### src/rtl/varredura_sonar.sv
// varredura_sonar: ping-pong sweep sequencer (0..7..0) for the sonar servo.
// At each position: settle, trigger one measurement, wait for it, then
// pulse transmitir and step to the next position.
// Optional feature macro: VARREDURA_TIMEOUT_EN -- abandons a measurement
// after T_TIMEOUT cycles in ESPERA and pulses timeout.
module varredura_sonar #(
  parameter int T_ASSENTAMENTO = 10_000_000,
  parameter int T_TIMEOUT      = 2_500_000
) (
  input  logic       clock,
  input  logic       reset,       // asynchronous, active low
  input  logic       ligar,
  input  logic       fim_medida,
  output logic [2:0] posicao,
  output logic       sentido,
  output logic       medir,
  output logic       transmitir,
  output logic       timeout
);

  // One counter serves both the settle wait and the measurement timeout.
  localparam int TMAX = (T_ASSENTAMENTO > T_TIMEOUT) ? T_ASSENTAMENTO : T_TIMEOUT;
  localparam int CW   = (TMAX > 1) ? $clog2(TMAX) : 1;

  typedef enum logic [2:0] {
    INICIAL,
    ASSENTA,
    MEDE,
    ESPERA,
    TRANSMITE,
    AVANCA
  } estado_t;

  estado_t       state_q;
  logic [CW-1:0] cnt_q;
  logic [2:0]    pos_q, pos_d;
  logic          sent_q, sent_d;
  logic          medir_q, trans_q;
`ifdef VARREDURA_TIMEOUT_EN
  logic          tmo_q;
`endif

  // Next sweep position: bounce at the endpoints so 0 and 7 are visited once per turn.
  always_comb begin
    pos_d  = pos_q;
    sent_d = sent_q;
    if (!sent_q) begin
      if (pos_q == 3'd7) begin
        sent_d = 1'b1;
        pos_d  = 3'd6;
      end else begin
        pos_d = pos_q + 3'd1;
      end
    end else begin
      if (pos_q == 3'd0) begin
        sent_d = 1'b0;
        pos_d  = 3'd1;
      end else begin
        pos_d = pos_q - 3'd1;
      end
    end
  end

  // Sweep FSM; pulse outputs are registered alongside the state they belong to.
  always_ff @(posedge clock or negedge reset) begin
    if (!reset) begin
      state_q <= INICIAL;
      cnt_q   <= '0;
      pos_q   <= 3'd0;
      sent_q  <= 1'b0;
      medir_q <= 1'b0;
      trans_q <= 1'b0;
`ifdef VARREDURA_TIMEOUT_EN
      tmo_q   <= 1'b0;
`endif
    end else begin
      medir_q <= 1'b0;
      trans_q <= 1'b0;
`ifdef VARREDURA_TIMEOUT_EN
      tmo_q   <= 1'b0;
`endif
      case (state_q)
        INICIAL: begin
          if (ligar) begin
            state_q <= ASSENTA;
            cnt_q   <= '0;
          end
        end
        ASSENTA: begin
          // Dropping ligar abandons the settle; position is kept for resume.
          if (!ligar) begin
            state_q <= INICIAL;
          end else if (cnt_q == CW'(T_ASSENTAMENTO - 1)) begin
            state_q <= MEDE;
            medir_q <= 1'b1;
          end else begin
            cnt_q <= cnt_q + CW'(1);
          end
        end
        MEDE: begin
          state_q <= ESPERA;
          cnt_q   <= '0;
        end
        ESPERA: begin
          // ligar is deliberately ignored: a started measurement completes.
          if (fim_medida) begin
            state_q <= TRANSMITE;
            trans_q <= 1'b1;
          end
`ifdef VARREDURA_TIMEOUT_EN
          else if (cnt_q == CW'(T_TIMEOUT - 1)) begin
            state_q <= AVANCA;
            tmo_q   <= 1'b1;
          end else begin
            cnt_q <= cnt_q + CW'(1);
          end
`endif
        end
        TRANSMITE: begin
          state_q <= AVANCA;
        end
        AVANCA: begin
          pos_q  <= pos_d;
          sent_q <= sent_d;
          if (ligar) begin
            state_q <= ASSENTA;
            cnt_q   <= '0;
          end else begin
            state_q <= INICIAL;
          end
        end
        default: state_q <= INICIAL;
      endcase
    end
  end

  assign posicao    = pos_q;
  assign sentido    = sent_q;
  assign medir      = medir_q;
  assign transmitir = trans_q;
`ifdef VARREDURA_TIMEOUT_EN
  assign timeout    = tmo_q;
`else
  assign timeout    = 1'b0;
`endif

endmodule

### config.mk
export PLATFORM = sky130hd
export DESIGN_NAME = varredura_sonar
export DESIGN_NICKNAME = d
export VERILOG_FILES = /design/src/rtl/varredura_sonar.sv
export SDC_FILE = /design/constraint.sdc
export NUM_CORES = 1
export LEC_CHECK = 0
export BUFFER_PORTS_ARGS = -buffer_cell sky130_fd_sc_hd__buf_2
export CAP_MARGIN = 20
export CORE_UTILIZATION = 47
export CTS_CLUSTER_DIAMETER = 120
export CTS_CLUSTER_SIZE = 12
export DETAILED_ROUTE_END_ITERATION = 10
export GPL_TIMING_DRIVEN = 0
export HOLD_SLACK_MARGIN = 0.08
export PLACE_DENSITY_LB_ADDON = 0.3
export SLEW_MARGIN = 20
export SYNTH_ARGS = -nofsm -noshare
export SYNTH_HDL_FRONTEND = slang
export SYNTH_SLANG_ARGS = --single-unit
### constraint.sdc
create_clock -name clock -period 3.4 [get_ports clock]
set_input_delay 0.17 -clock clock [delete_from_list [all_inputs] [get_ports clock]]
set_output_delay 0.17 -clock clock [all_outputs]
set_load 0.1 [all_outputs]
==> reports/qor.yml <==
critical_path:
  cp_data_required_time_ps: 3550
  cpMaxStageDelayCell: "nor4_2"
  end_kind: "flip-flop"
  worstPathArrival_ps: 2270
  ff2ff_path_depth: 7
  worstSetupPathDepth: 7
  worst-path-buf-inv: 1
  start_kind: "flip-flop"
  crit_type: "flip-flop to flip-flop"
  cp_cell_sequence: "ha_1 > nand3_2 > nor4_2 > a311oi_1 > clkbuf_1 > a21oi_1 > a31oi_1"
  cp_top_family: "simple AND/OR/NAND/NOR gates"
  cpPeakStageDelay_ps: 400
  cp_max_fo: 10
yosys:
  synth_warnings: 0
  ys_types: 45
  yosysSeqAreaShare_pct: 42.8
  synth_compound_area_share_pct: 26.3
  synth-simple-area-share_pct: 21.8
  synthXorXnorAreaFrac_pct: 0
  synth_fa_ha_area_share_pct: 3.24
  ys_seq_elements: 33
  avgSynthCellArea_sq_um: 8.85
  synth_edf_count: 0
  ys_async_sr_fraction_pct: 100
  synth_top_family_by_area: "compound AO/OA/AOI/OAI gates"
  syn_nets: 227
  synth_mux_area_share_pct: 0
  ys.flop_type: "dfrtp_1"
  netlist_instances: 218
  synth.cell_area_sq_um: 1930
drt:
  first_pass_iters: 4
  wl_microns: 4230
  vias: 1723
  drt_iter0_markers: 111
  viasPerCell: 6.07
  wl_per_cell_microns: 14.9
  postRouteAntennaNets: 0
  drc: 0
power:
  power_frac_seq_pct: 54.9
  combPwrFrac_pct: 8.8
  powerDensity_nw_per_um2: 363
  power_switching_uw: 198
  power_leakage_uw: 0.000917
  power_uw: 771
  internal-power_uw: 573
  power.share.clock_pct: 36.3
  switching_share_pct: 25.7
  ir_worst_vdd_mv: 0.343
die:
  die-width_microns: 66.1
  core.rowCount: 22
  die-area_sq_um: 4370
  core_region_area_sq_um: 3800
  die_y_microns: 66.1
  start_util_pct: 50.8
  pin_count: 11
placement:
  gp_congestion: 0.819
  io_buffer_count: 9
  place_hpwl_microns: 2970
final_layout:
  fin_util_pct: 55.9
  nets: 244
  multi_input_area_sq_um: 995
  diodes: 0
  drive_gt1_share_pct: 12.7
  syn_to_final_growth_pct: 10.1
  fillers: 343
  layout_common_cells: "33 x dfrtp_1, 28 x nand2_1, 23 x a31oi_1, 14 x a21oi_1"
  layout_commonest_cell: "dfrtp_1"
  regArea_sq_um: 826
clocking:
  clock_latency_ps: 290
  root_buffer: "clkbuf_8"
  htreeDepth: 2
  cts.clk_slew.worst_paths_ps: 60
  cts_tree: "done"
  clockBufferDepth: 2
  clock-sinks: 33
  cts_resized: 0
  numCtsBuffers: 5
sta:
  fin_setup_tns_ps: 0
  fin_worst_skew_ps: 5.93
  hold_violations: 0
  setup_viol: 0
  fin_crit_sh_pct: 62.3
  fin_crit_ps: 2120
  fmaxAchievable_mhz: 472
  finalMaxSlewViolations: 0
  rsz0062_at_grt: "no"
  tightestPinTransition_ps: 815
  max-slew-margin-rel_pct: 45.1
grt:
  grt_pass1_wl_microns: 7440
  track_usage_pct: 22.4
  antenna_found_initial: 0
  grt_max_degree: 34
  grt_pass1_vias: 1598
  grt-ovfl-total: 0
worst_hold_path:
  hp-class: "primary input to flip-flop"
  min_path_cells: 3
status:
  status: "finished, final reports clean"
job:
  drv_cap: 0
## through the flow
stage / worst slack [ps] / area, sq um / std cells / hold slack, ps
after CTS: 1300 / 2120 / 284 / 188
after global routing: 1090 / 2120 / 284 / 237
after global placement: 1330 / 2030 / 275 / 277
final: 1280 / 2120 / 284 / 193
after floorplan: 1360 / 1930 / 218 / -126
after detailed placement: 1320 / 2030 / 275 / 263
## timing repair
item,4_1_cts,5_1_grt
hold buffers,1,0
endpoints found under the hold margin,33,0
buffers inserted,0,0
## final cells by class
| cell class | count | share of cell area [%] |
|---|---|---|
| sequential | 33 | 38.9 |
| timing repair buffer | 10 | 2.59 |
| inverter | 8 | 1.41 |
| clock buffer | 8 | 3.77 |
| buffer | 13 | 3.71 |
| tap | 48 | 2.83 |
| multi-input combinational | 164 | 46.8 |
## cells by family after synthesis
family | Yosys count
AO/OA/AOI/OAI | 78
adder cells (fa/ha/maj) | 5
buffers and inverters | 21
flip-flops | 33
other | 1
AND/OR/NAND/NOR | 80
## layer usage
metal | share of wire, % | vias up | global-route usage [%]
met5 | 0 | - | 0
met4 | 1.1 | 0 | 7.71
met3 | 4.9 | 5 | 4.66
met2 | 48 | 36 | 35.7
met1 | 46 | 825 | 30.2
li1 | - | 857 | -
## worst paths after layout
path	from	to	slack (ps)
min	fim_medida	transmitir	190
max reg2reg	cnt_q[0]	cnt_q[15]	1280
max in group asynchronous	reset	posicao[1]	2470
max	cnt_q[0]	cnt_q[15]	1280
min in group asynchronous	reset	cnt_q[1]	470
min reg2reg	cnt_q[23]	cnt_q[23]	500
## power by group through the flow
stage / Combinational, uW / Clock (uW) / Sequential (uW)
6_report: 68.1 / 280 / 423
5_1_grt: 75.9 / 301 / 425
4_1_cts: 68.6 / 287 / 423
3_5_place_dp: 67.6 / 0 / 430
3_3_place_gp: 67.1 / 0 / 429
2_1_floorplan: 46.7 / 0 / 426
## synth_stat cells, types with 2 or more instances
master	number	area [sq um]
a21o_1	3	22.5
a21oi_1	14	70.1
a31oi_1	23	144
a41oi_1	6	52.6
and3_1	2	12.5
and4_1	2	17.5
buf_2	3	15.0
buf_6	3	33.8
clkbuf_1	5	18.8
dfrtp_1	33	826
ha_1	5	62.6
inv_1	8	30.0
nand2_1	28	105
nand2b_1	2	12.5
nand3_1	8	40.0
nand3b_1	2	15.0
nand4_1	6	37.5
nor2_1	10	37.5
nor2_2	2	12.5
nor3_1	6	30.0
nor3b_1	2	15.0
nor4_2	2	25.0
o21a_1	4	30.0
o21ai_0	12	60.1
o21ai_1	2	10.0
o31a_1	3	26.3
o31ai_1	3	22.5
or2_2	2	12.5
## worst reg2reg max path: cells and delay by family (launching register included)
family	cells	cell delay, ps
buffers and inverters	1	310
adder cells (fa/ha/maj)	1	250
flip-flops	1	380
AO/OA/AOI/OAI	3	480
AND/OR/NAND/NOR	2	560
## flip-flops by register name (all words and copies together) (netlist names)
| name | cells |
|---|---|
| cnt_q | 24 |
| medir | 1 |
| posicao | 3 |
| sentido | 1 |
| state_q | 3 |
| transmitir | 1 |
No activity file was read; power rests on OpenSTA's default activity.
